## src/rtl/csr_access_ctrl_pkg.sv

```systemverilog
// Shared definitions for the CSR access sequencer: op encodings, state
// encoding and common constants.
package csr_access_ctrl_pkg;

  localparam int REG_DATA_WIDTH = 32;

  localparam logic [REG_DATA_WIDTH-1:0] ZERO_WORD  = '0;
  localparam logic                      INT_ASSERT = 1'b1;

  // 00 never reaches the register file as a write; it degrades to read-only.
  typedef enum logic [1:0] {
    CSR_OP_NONE = 2'b00,
    CSR_OP_RW   = 2'b01,
    CSR_OP_RS   = 2'b10,
    CSR_OP_RC   = 2'b11
  } csr_op_e;

  typedef enum logic [2:0] {
    ST_IDLE     = 3'd0,
    ST_EXU_RD   = 3'd1,
    ST_EXU_WR   = 3'd2,
    ST_EXU_RESP = 3'd3,
    ST_INT_WR   = 3'd4
  } csr_state_e;

endpackage

```

## src/rtl/csr_access_ctrl_wdata_calc.sv

```systemverilog
// Read-modify-write data function for CSRRW/CSRRS/CSRRC.
// An illegal op returns the old value unchanged.
module csr_wdata_calc
  import csr_access_ctrl_pkg::*;
#(
  parameter int DATA_W = REG_DATA_WIDTH
) (
  input  csr_op_e           op,
  input  logic [DATA_W-1:0] old_val,
  input  logic [DATA_W-1:0] op1,
  output logic [DATA_W-1:0] wdata
);

  always_comb begin
    wdata = old_val;
    case (op)
      CSR_OP_RW: wdata = op1;
      CSR_OP_RS: wdata = old_val | op1;
      CSR_OP_RC: wdata = old_val & ~op1;
      default:   wdata = old_val;
    endcase
  end

endmodule

```

## src/rtl/csr_access_ctrl.sv

```systemverilog
// Arbiter/sequencer for the single-ported CSR file: interrupt-controller writes
// have fixed priority over EXU read-modify-write accesses, which int_assert flushes.
module csr_access_ctrl
  import csr_access_ctrl_pkg::*;
#(
  parameter int ADDR_W = 12,
  parameter int DATA_W = REG_DATA_WIDTH
) (
  input  logic              clk,
  input  logic              rst,
  input  logic              exu_req_valid_i,
  output logic              exu_req_ready_o,
  input  logic [ADDR_W-1:0] exu_csr_addr_i,
  input  logic [1:0]        exu_op_i,
  input  logic              exu_wen_i,
  input  logic [DATA_W-1:0] exu_op1_i,
  output logic              exu_resp_valid_o,
  input  logic              exu_resp_ready_i,
  output logic [DATA_W-1:0] exu_resp_rdata_o,
  input  logic              int_assert_i,
  input  logic              int_req_valid_i,
  output logic              int_req_ready_o,
  input  logic [ADDR_W-1:0] int_csr_addr_i,
  input  logic [DATA_W-1:0] int_csr_wdata_i,
  output logic [ADDR_W-1:0] csr_raddr_o,
  input  logic [DATA_W-1:0] csr_rdata_i,
  output logic              csr_we_o,
  output logic [ADDR_W-1:0] csr_waddr_o,
  output logic [DATA_W-1:0] csr_wdata_o,
  output logic              busy_o
);

  csr_state_e        state_q, state_d;
  logic [ADDR_W-1:0] addr_q;
  logic [DATA_W-1:0] data_q;   // EXU op1 or INT write data, whichever was accepted
  logic [DATA_W-1:0] old_q;
  csr_op_e           op_q;
  logic              wen_q;
  logic              int_accept, exu_accept, exu_rdy, flush;
  logic [DATA_W-1:0] calc_wdata;

  assign flush = (int_assert_i == INT_ASSERT);

  csr_wdata_calc #(.DATA_W(DATA_W)) u_wdata_calc (
    .op      (op_q),
    .old_val (old_q),
    .op1     (data_q),
    .wdata   (calc_wdata)
  );

  always_ff @(posedge clk) begin
    if (rst) begin
      state_q <= ST_IDLE;
      addr_q  <= '0;
      data_q  <= '0;
      old_q   <= '0;
      op_q    <= CSR_OP_NONE;
      wen_q   <= 1'b0;
    end else begin
      state_q <= state_d;
      if (int_accept) begin
        addr_q <= int_csr_addr_i;
        data_q <= int_csr_wdata_i;
        op_q   <= CSR_OP_NONE;
        wen_q  <= 1'b0;
      end else if (exu_accept) begin
        addr_q <= exu_csr_addr_i;
        data_q <= exu_op1_i;
        op_q   <= csr_op_e'(exu_op_i);
        wen_q  <= exu_wen_i;
      end
      if (state_q == ST_EXU_RD) old_q <= csr_rdata_i;
    end
  end

  // Every output is forced to zero while rst is high, including the readys.
  always_comb begin
    state_d          = state_q;
    int_accept       = 1'b0;
    exu_accept       = 1'b0;
    exu_rdy          = 1'b0;
    int_req_ready_o  = 1'b0;
    exu_req_ready_o  = 1'b0;
    csr_raddr_o      = '0;
    csr_we_o         = 1'b0;
    csr_waddr_o      = '0;
    csr_wdata_o      = '0;
    exu_resp_valid_o = 1'b0;
    exu_resp_rdata_o = '0;
    busy_o           = 1'b0;
    if (rst) begin
      state_d = ST_IDLE;
    end else begin
      busy_o = (state_q != ST_IDLE);
      case (state_q)
        ST_IDLE: begin
          exu_rdy         = !int_req_valid_i && !flush;
          int_req_ready_o = 1'b1;
          exu_req_ready_o = exu_rdy;
          if (int_req_valid_i) begin
            int_accept = 1'b1;
            state_d    = ST_INT_WR;
          end else if (exu_req_valid_i && exu_rdy) begin
            exu_accept = 1'b1;
            state_d    = ST_EXU_RD;
          end
        end
        ST_INT_WR: begin
          csr_we_o    = 1'b1;
          csr_waddr_o = addr_q;
          csr_wdata_o = data_q;
          state_d     = ST_IDLE;
        end
        ST_EXU_RD: begin
          csr_raddr_o = addr_q;
          state_d     = flush ? ST_IDLE : ST_EXU_WR;
        end
        ST_EXU_WR: begin
          if (wen_q && (op_q != CSR_OP_NONE) && !flush) begin
            csr_we_o    = 1'b1;
            csr_waddr_o = addr_q;
            csr_wdata_o = calc_wdata;
          end
          if (!flush) begin
            exu_resp_valid_o = 1'b1;
            exu_resp_rdata_o = old_q;
          end
          state_d = (flush || exu_resp_ready_i) ? ST_IDLE : ST_EXU_RESP;
        end
        ST_EXU_RESP: begin
          if (!flush) begin
            exu_resp_valid_o = 1'b1;
            exu_resp_rdata_o = old_q;
          end
          if (flush || exu_resp_ready_i) state_d = ST_IDLE;
        end
        default: state_d = ST_IDLE;
      endcase
    end
  end

endmodule

```

## config.mk

```make
export PLATFORM = sky130hd
export DESIGN_NAME = csr_access_ctrl
export DESIGN_NICKNAME = d
export VERILOG_FILES = /design/src/rtl/csr_access_ctrl_pkg.sv /design/src/rtl/csr_access_ctrl_wdata_calc.sv /design/src/rtl/csr_access_ctrl.sv
export SDC_FILE = /design/constraint.sdc
export NUM_CORES = 1
export LEC_CHECK = 0
export CAP_MARGIN = 25
export CORE_MARGIN = 3
export CORE_UTILIZATION = 40
export CTS_BUF_LIST = sky130_fd_sc_hd__clkbuf_4
export DETAILED_ROUTE_END_ITERATION = 8
export PLACE_DENSITY_LB_ADDON = 0.3
export SYNTH_ARGS = -nofsm -noshare
export SYNTH_HDL_FRONTEND = slang
export SYNTH_SLANG_ARGS = --single-unit
```

## constraint.sdc

```tcl
create_clock -name clk -period 3.5 [get_ports clk]
set_clock_uncertainty 0.05 [all_clocks]
set_input_delay 0.7 -clock clk [delete_from_list [all_inputs] [get_ports clk]]
set_output_delay 0.7 -clock clk [all_outputs]
set_load 0.02 [all_outputs]
```

==> impl_metrics.tcl, run 1 <==
set metrics [dict create \
    grt_setup_unrepaired "false" \
    drv_slew 0 \
    worst_pin_slew_ns 0.902 \
    die_y_um 113 \
    vias 5078 \
    nNetsFinal 926 \
    cts_hold_buf 0 \
    critPathMaxFanout 8 \
    fin_crit_ns 3.40 \
    worstPathArrival_ns 2.65 \
    syn-num-nets 724 \
    dieWidth_um 113 \
    synth_xor_area_share_pct 0.193 \
    routed_wl_mm 16.0 \
    cts_max_level 3 \
    post-place-cells 925 \
    slew_headroom_pct 39.6 \
    synth_top_family_by_area "simple AND/OR/NAND/NOR gates" \
    grt_max_degree 50 \
    whs_ns 0.431 \
    clk_latency_ns 0.42 \
    critical_path.slowest_cell "or3b_1" \
    synth_warnings 0 \
    fmax_mhz 294 \
    postLayoutCellArea_mm2 0.00692 \
    drive_gt1_share_pct 10.6 \
    crit_chain "clkdlybuf4s50_1 > or3b_1 > nor4b_4 > buf_4 > buf_4 > a22oi_1 > nor2_1 > dlygate4sd2_1" \
    cts.path.max_buffers 2 \
    ant_nets 0 \
    worstSetupStartpointType "input port" \
    critPathKind "in2out" \
    io_pins 222 \
    numCtsBuffers 9 \
    gr-total-overflow 0 \
    power.leakage_nw 2.89 \
    ys.flop_type "dfxtp_1" \
    hp-class "reg2reg" \
    synth-compound-area-share_pct 25.7 \
    seq_area_frac_synth_pct 36.1 \
    power.density_cell_area_mw_per_mm2 297 \
    syn_to_final_growth_pct 52.4 \
    crit_top_cell "buf_4" \
    period_share_pct 97.1 \
    gp_congestion 0.956 \
    drc 0 \
    place_hpwl_mm 11.7 \
    async_flop_share_pct 0 \
    clk_pin_slew_ns 0.14 \
    yosys.area_share.adder_pct 0 \
    viasPerCell 5.39 \
    grt_pass1_vias 4971 \
    crit_path_end_kind "output pin" \
    synth_top_area_share_pct 36.1 \
    max_stage_delay_ns 0.43 \
    gr-usage-all-layers_pct 23.9 \
    synth_edf_count 0 \
    syn_area_per_cell_um2 7.63 \
    setup_tns_ns 0 \
    antenna_found_initial 0 \
    firstDrtPassIters 5 \
    cts_tree "done" \
    final-setup-viol-count 0 \
    core_mm2 0.0110 \
    finalHoldViolations 0 \
    synth.area.top_cells "dfxtp_1 (36%), a22oi_1 (7.4%), nand2_1 (6.6%), nor2_1 (6.1%), nand2b_1 (5.8%)" \
    synth.area.mux_share_pct 6.47 \
    status "finished, final reports clean" \
    cap_violations 0 \
    cts_root_buf "clkbuf_4" \
    fp-row-count 38 \
    clock-sinks 82 \
    portBuffers 221 \
    diodes 0 \
    synth_cells 595 \
    netlist_area_mm2 0.00454 \
    ys_seq_elements 82 \
    synth_cell_types 34 \
    post-synth-top-area-cell "dfxtp_1" \
    drt_iter0_drc 425 \
    dpl_cell_area_mm2 0.00691 \
    synthSimpleGateAreaFrac_pct 26.3 \
    stdcell_count 942 \
    die-area_mm2 0.0127 \
    grt_pass1_wl_mm 24.7 \
    critPathRequiredTime_ns 2.75 \
    routedWlPerCell_um 16.9 \
    p_total_mw 2.06 \
    max-vdd-ir-drop_mv 0.177 \
    initial_core_util_pct 41.4 \
]
[state kept, by name (all words and copies together), names as in the netlist]
signal / flops
addr_q: 12
data_q: 32
old_q: 32
op_q: 2
state_q: 3
wen_q: 1
[stage by stage]
stage / setup slack, ns / util (%)
after global placement: -0.240 / 62.9
after CTS: -0.000196 / 63.7
after detailed placement: -0.329 / 62.9
final: 0.101 / 63.0
after global routing: 0.00856 / 63.0
after floorplan: 0.636 / -
[final timing paths]
kind / startpoint / endpoint / slack [ns] / cells after the start
hold / removal: old_q[12]$_SDFFE_PP0N_ / old_q[12]$_SDFFE_PP0N_ / 0.43 / 2
setup reg to reg: state_q[2]$_SDFFE_PP0P_ / data_q[5]$_SDFFE_PP0P_ / 1.25 / 6
setup / recovery: int_assert_i / csr_wdata_o[11] / 0.10 / 8
hold reg to reg: old_q[12]$_SDFFE_PP0N_ / old_q[12]$_SDFFE_PP0N_ / 0.43 / 2
[worst max-delay path: cells and delay by family]
kind            cells  cell delay (ns)
compound gates      1             0.07
buf+inv             4             1.09
simple gates        3             0.79
[per-layer routing]
| metal | wire, um | vias up | track usage (%) |
|---|---|---|---|
| met5 | 0 | - | 0 |
| met4 | 293 | 0 | 7.77 |
| met3 | 1180 | 25 | 5.28 |
| met2 | 7950 | 211 | 41.7 |
| met1 | 6540 | 2351 | 29.2 |
| li1 | - | 2491 | - |
[cells in the final DEF (no fill, tap or decap), types with 3 or more instances in the layout]
master,instances
or3_1,7
dlygate4sd2_1,30
and2_1,33
a21oi_1,34
clkbuf_4,9
a211oi_1,22
inv_6,4
clkdlybuf4s50_1,142
inv_1,4
clkbuf_2,29
nand2_1,80
mux2_2,11
mux2i_1,17
o2bb2ai_1,17
nand2b_1,42
buf_4,22
dfxtp_1,82
o21ai_0,32
nand3b_1,3
nor2_1,73
a22oi_1,45
dlymetal6s2s_1,16
o22ai_1,23
[Yosys cell counts (2+ instances only)]
master and n:
nand3b_1 3, a21oi_1 34, clkbuf_1 42, dfxtp_1 82, nand2_1 80, o22ai_1 23, or3_1 7, buf_4 4
o21ai_0 32, nor3b_1 2, nor2_1 74, mux2_2 11, nor3_1 2, inv_1 4, buf_2 6, and2_1 33
a22oi_1 45, nand2b_1 42, a211oi_1 22, mux2i_1 17, o2bb2ai_1 17
[logic make-up (layout without fill, tap and decap cells)]
family / after synthesis / in the layout
muxes: 28 / 28
and+or+nand+nor: 250 / 250
xor gates and xnor gates: 1 / 1
AOI/OAI and AO/OA: 177 / 177
DFF: 82 / 82
buffers and inverters: 57 / 264
[power by group]
group	switching [mW]	internal, mW
Sequential	0.0423	0.989
Combinational	0.192	0.239
Clock	0.366	0.231
[repair_timing]
item	in CTS	in global routing
endpoints found under the setup margin	61	47
pin swaps	1	0
resized for setup	67	72
endpoints found under the hold margin	0	0
buffers inserted	1	0
gates cloned	0	0
[layout make-up]
class / instances / area (um^2)
clock buffers: 9 / 67.6
clock inverters: 7 / 82.6
fillers: 1006 / 4060
inverters: 4 / 15.0
multi-input cells: 456 / 2680
flip-flops and latches: 82 / 1640
well taps: 140 / 175
repair buffers: 244 / 2260
No activity file was read; power rests on OpenSTA's default activity.
==> inputs of run 2 (changes only) <==
- ABC_AREA: default -> 1
- CTS_CLUSTER_SIZE: default -> 10
==> impl_metrics.tcl, run 2 <==
set metrics [dict create \
    regToRegStartpoint "state_q[1]$_SDFFE_PP0P_" \
    power.leakage_nw 3.08 \
    cts_tree "done" \
    pre_cts_ws_ns 0.182 \
    drc 0 \
    period_share_pct 94.5 \
    io_pins 222 \
    worstSetupStartpointType "input port" \
    routedWlPerCell_um 14.2 \
    synth_edf_count 0 \
    netlist_area_mm2 0.00504 \
    grt_max_degree 70 \
    dieWidth_um 118 \
    final_common_cell "nand2_1" \
    worstPathArrival_ns 2.56 \
    viasPerCell 4.92 \
    max_stage_delay_ns 0.63 \
    critPathKind "in2out" \
    gr-usage-all-layers_pct 25.0 \
    synth_top_area_share_pct 32.6 \
    syn-num-nets 997 \
    initial_core_util_pct 41.4 \
    grt_pass1_wl_mm 28.8 \
    post-synth-top-area-cell "dfxtp_1" \
    whs_ns 0.427 \
    p_total_mw 2.11 \
    ant_nets 0 \
    critPathMaxFanout 21 \
    hp-class "reg2reg" \
    die-area_mm2 0.0140 \
    syn_to_final_growth_pct 49.5 \
    synth_warnings 0 \
    gp_congestion 0.900 \
    routed_wl_mm 17.6 \
    crit_chain "clkdlybuf4s50_1 > inv_1 > nand3_1 > nor2_2 > buf_4 > nand2_1 > a21oi_1 > clkdlybuf4s50_1" \
    place_hpwl_mm 12.4 \
    post-synth-top-count-cell "nand2_1" \
    gr-total-overflow 0 \
    core_mm2 0.0122 \
    clk_latency_ns 0.43 \
    worst_pin_slew_ns 0.784 \
    critical_path.slowest_cell "clkdlybuf4s50_1" \
    power.density_cell_area_mw_per_mm2 280 \
    cts_max_level 3 \
    diodes 0 \
    critPathRequiredTime_ns 2.75 \
    final-setup-viol-count 0 \
    portBuffers 221 \
    dpl_cell_area_mm2 0.00739 \
    worstSetupStartpoint "int_assert_i" \
    ys.flop_type "dfxtp_1" \
    drv_slew 0 \
    largestRegisters "data_q (32), old_q (32), addr_q (12)" \
    ff2ff_path_depth 6 \
    antenna_found_initial 0 \
    clk_pin_slew_ns 0.11 \
    fmax_mhz 302 \
    cap_violations 0 \
    synth_cell_types 22 \
    fin_crit_ns 3.31 \
    slew_headroom_pct 47.8 \
    final_cell_mix "nand2_1 (250), clkdlybuf4s50_1 (217), inv_1 (119)" \
    grt_pass1_vias 5780 \
    status "finished, final reports clean" \
    drive_gt1_share_pct 4.49 \
    rrSetupSlack_ns 1.56 \
    async_flop_share_pct 0 \
    setup_tns_ns 0 \
    numCtsBuffers 9 \
    nNetsFinal 1192 \
    crit_path_end_kind "output pin" \
    fin_util_pct 61.9 \
    drt_iter0_drc 461 \
    syn_area_per_cell_um2 5.80 \
    postLayoutCellArea_mm2 0.00753 \
    fp-row-count 40 \
    crit_top_cell "clkdlybuf4s50_1" \
    cts.path.max_buffers 2 \
    cts_hold_buf 0 \
    vias 6079 \
    firstDrtPassIters 5 \
    grt_setup_unrepaired "false" \
    timing.final.ws_setup_ns 0.192 \
    die_y_um 118 \
    reg2reg_to "state_q[1]$_SDFFE_PP0P_" \
    ys_seq_elements 82 \
    max-vdd-ir-drop_mv 0.175 \
    stdcell_count 1236 \
    synth.area.top_cells "dfxtp_1 (33%), nand2_1 (19%), nand3_1 (9.3%), a21oi_1 (9.1%), inv_1 (8.9%)" \
    clock-sinks 82 \
    synth_cells 868 \
    worstSetupEndpoint "csr_wdata_o[13]" \
    cts_root_buf "clkbuf_4" \
    finalHoldViolations 0 \
    synthTopCellsByCount "nand2_1 (250), inv_1 (119), nand3_1 (94), a21oi_1 (92), nor2_1 (92)" \
    post-place-cells 1220 \
    seq_area_frac_synth_pct 32.6 \
]
[run 2: changes by cell type after synthesis, sizes merged, moves of 42 or more]
cell | before | now
nand3 | 1 | 95
inv | 4 | 122
a22oi | 45 | 0
nand2b | 42 | 0
nand2 | 80 | 250
a21oi | 35 | 93
[run 2: critical path: cells and delay by family]
kind | cells | cell delay [ns]
AO/OA/AOI/OAI | 1 | 0.14
AND/OR/NAND/NOR | 3 | 0.31
buffers and inverters | 4 | 1.40
[run 2: layout make-up]
cell class | instances | area (um^2)
fillers | 1217 | 4630
multi-input cells | 604 | 2660
repair buffers | 244 | 2420
flip-flops and latches | 82 | 1640
inverters | 122 | 458
well taps | 168 | 210
clock buffers | 9 | 67.6
clock inverters | 7 | 67.6
[run 2: worst min-delay path by stage]
stage | start | endpoint | slack (ns) | cells after the start
floorplan | old_q[30]$_SDFFE_PP0N_ | old_q[30]$_SDFFE_PP0N_ | 0.39 | 2
global placement | old_q[0]$_SDFFE_PP0N_ | old_q[0]$_SDFFE_PP0N_ | 0.41 | 2
detailed placement | old_q[0]$_SDFFE_PP0N_ | old_q[0]$_SDFFE_PP0N_ | 0.41 | 2
CTS | old_q[0]$_SDFFE_PP0N_ | old_q[0]$_SDFFE_PP0N_ | 0.43 | 2
global route | old_q[27]$_SDFFE_PP0N_ | old_q[27]$_SDFFE_PP0N_ | 0.45 | 2
finish | old_q[0]$_SDFFE_PP0N_ | old_q[0]$_SDFFE_PP0N_ | 0.43 | 2
[run 2: kinds of logic (layout without fill, tap and decap cells)]
kind of cell           after synthesis  after routing  synth area share (%)
DFF                                 82             82                  32.6
AOI/OAI and AO/OA                  160            160                  16.6
and+or+nand+nor                    444            444                  35.9
buffers and inverters              182            382                  14.9
[run 2: metal layers]
layer | up-vias | global-route usage, % | part of all wire [%] | routed length, um
met5 | - | 0 | 0 | 0
met4 | 0 | 8.35 | 2.3 | 410
met3 | 32 | 6.60 | 8.0 | 1410
met2 | 258 | 41.6 | 47 | 8220
met1 | 2691 | 31.5 | 43 | 7530
li1 | 3098 | - | - | -
[run 2: power breakdown]
part	leakage, nW	internal [mW]	switching (mW)	total (mW)
Clock	0.0714	0.216	0.342	0.558
Combinational	2.34	0.245	0.261	0.506
Sequential	0.670	1.00	0.0447	1.05
[run 2: what timing repair did]
action | 4_1_cts | 5_1_grt
setup endpoints to repair | 0 | 3
gates resized for setup | 0 | 4
setup buffers | 0 | 0
==> inputs of run 3 (changes only) <==
- ABC_AREA: 1 -> default
- GPL_TIMING_DRIVEN: default -> 0
- SETUP_SLACK_MARGIN: default -> 0.4
==> impl_metrics.tcl, run 3 (same netlist as run 1, synthesis figures left out) <==
set metrics [dict create \
    power.leakage_nw 2.76 \
    reg2reg_to "data_q[25]$_SDFFE_PP0P_" \
    io_pins 222 \
    cts_max_level 3 \
    final_cell_mix "clkdlybuf4s50_1 (142), nand2_1 (80), dfxtp_1 (80)" \
    worstPathArrival_ns 2.29 \
    worstSetupEndpoint "csr_wdata_o[14]" \
    gr-usage-all-layers_pct 25.9 \
    place_hpwl_mm 13.2 \
    max_stage_delay_ns 0.41 \
    fin_util_pct 64.9 \
    slew_headroom_pct 43.2 \
    critical_path.slowest_cell "or3b_4" \
    grt_max_degree 15 \
    cts_hold_buf 0 \
    nNetsFinal 965 \
    status "finished, final reports clean" \
    drt_iter0_drc 325 \
    critPathRequiredTime_ns 2.75 \
    final-setup-viol-count 0 \
    viasPerCell 5.40 \
    core_mm2 0.0110 \
    gr-total-overflow 0 \
    whs_ns 0.429 \
    rrSetupSlack_ns 1.36 \
    max-vdd-ir-drop_mv 0.167 \
    initial_core_util_pct 41.4 \
    p_total_mw 2.20 \
    routed_wl_mm 16.9 \
    portBuffers 220 \
    dieWidth_um 113 \
    use_met3_pct 5.07 \
    power.density_cell_area_mw_per_mm2 309 \
    clk_pin_slew_ns 0.14 \
    fin_crit_ns 3.04 \
    routedWlPerCell_um 17.3 \
    grt_pass1_vias 5186 \
    worstSetupStartpoint "int_assert_i" \
    largestRegisters "data_q (32), old_q (32), addr_q (12)" \
    critPathMaxFanout 5 \
    crit_chain "buf_2 > or3b_4 > nor4b_4 > buf_6 > bufbuf_16 > a22oi_1 > nor2_1 > buf_4" \
    grt_pass1_wl_mm 26.7 \
    period_share_pct 86.8 \
    diodes 0 \
    ff2ff_path_depth 6 \
    path_depth 8 \
    stdcell_count 981 \
    grt_setup_unrepaired "false" \
    clk_latency_ns 0.42 \
    firstDrtPassIters 6 \
    fmax_mhz 329 \
    fp-row-count 38 \
    gr-usage-met2_pct 44.5 \
    crit_path_end_kind "output pin" \
    numCtsBuffers 9 \
    die-area_mm2 0.0127 \
    cts_root_buf "clkbuf_4" \
    cts_tree "done" \
    cpLargestDelayFamily "simple AND/OR/NAND/NOR gates" \
    regToRegStartpoint "state_q[2]$_SDFFE_PP0P_" \
    cts.path.max_buffers 2 \
    antenna_found_initial 0 \
    hp-class "reg2reg" \
    final_common_cell "clkdlybuf4s50_1" \
    worst_pin_slew_ns 0.849 \
    syn_to_final_growth_pct 56.9 \
    crit_buf_inv 4 \
    drv_slew 0 \
    gp_congestion 0.844 \
    die_y_um 113 \
    use_met1_pct 33.0 \
    cap_violations 0 \
    clock-sinks 82 \
    setup_tns_ns 0 \
    critPathKind "in2out" \
    finalHoldViolations 0 \
    drc 0 \
    worstSetupStartpointType "input port" \
    post-place-cells 955 \
    ant_nets 0 \
    drive_gt1_share_pct 14.4 \
    gr-max-usage-layer "met2" \
    vias 5295 \
]
[run 3: through the flow]
step / setup slack (ns) / cell area [um^2]
floorplan: 0.636 / 4540
global placement: -0.477 / 6920
detailed placement: -0.505 / 6920
CTS: 0.413 / 7140
global route: 0.391 / 7130
finish: 0.461 / 7130
[run 3: worst min path at each step]
stage | from | to | cells past startpoint
floorplan | old_q[17]$_SDFFE_PP0N_ | old_q[17]$_SDFFE_PP0N_ | 2
global placement | old_q[17]$_SDFFE_PP0N_ | old_q[17]$_SDFFE_PP0N_ | 2
detailed placement | old_q[17]$_SDFFE_PP0N_ | old_q[17]$_SDFFE_PP0N_ | 2
CTS | old_q[17]$_SDFFE_PP0N_ | old_q[17]$_SDFFE_PP0N_ | 2
global route | old_q[8]$_SDFFE_PP0N_ | old_q[8]$_SDFFE_PP0N_ | 2
finish | old_q[13]$_SDFFE_PP0N_ | old_q[13]$_SDFFE_PP0N_ | 2
[run 3: worst min-delay path, stage by stage (launching register included)]
cell	delay, ns
dfxtp_1	0.34
nand2_1	0.05
a21oi_1	0.05
[run 3: layout make-up]
cell class,instances,area [um^2]
fillers,1001,3860
multi-input cells,456,2730
repair buffers,230,2100
flip-flops and latches,82,1650
plain buffers,53,263
well taps,140,175
clock inverters,6,114
clock buffers,10,75.1
inverters,4,15.0
[run 3: layer usage]
| layer | wire length [um] | up-vias |
|---|---|---|
| met5 | 0 | - |
| met4 | 276 | 0 |
| met3 | 1330 | 22 |
| met2 | 8230 | 255 |
| met1 | 7110 | 2451 |
| li1 | - | 2567 |
[run 3: timing repair]
item                                    CTS  global route
endpoints found under the setup margin   93            37
pin swaps                                 4             2
gates resized for setup                 248            23
cloned                                    1             0
setup buffers                             6             3
[run 3: where the power goes]
group / internal, mW / switching [mW]
Combinational: 0.246 / 0.207
Sequential: 0.988 / 0.0424
Clock: 0.372 / 0.348
Total: 1.61 / 0.598
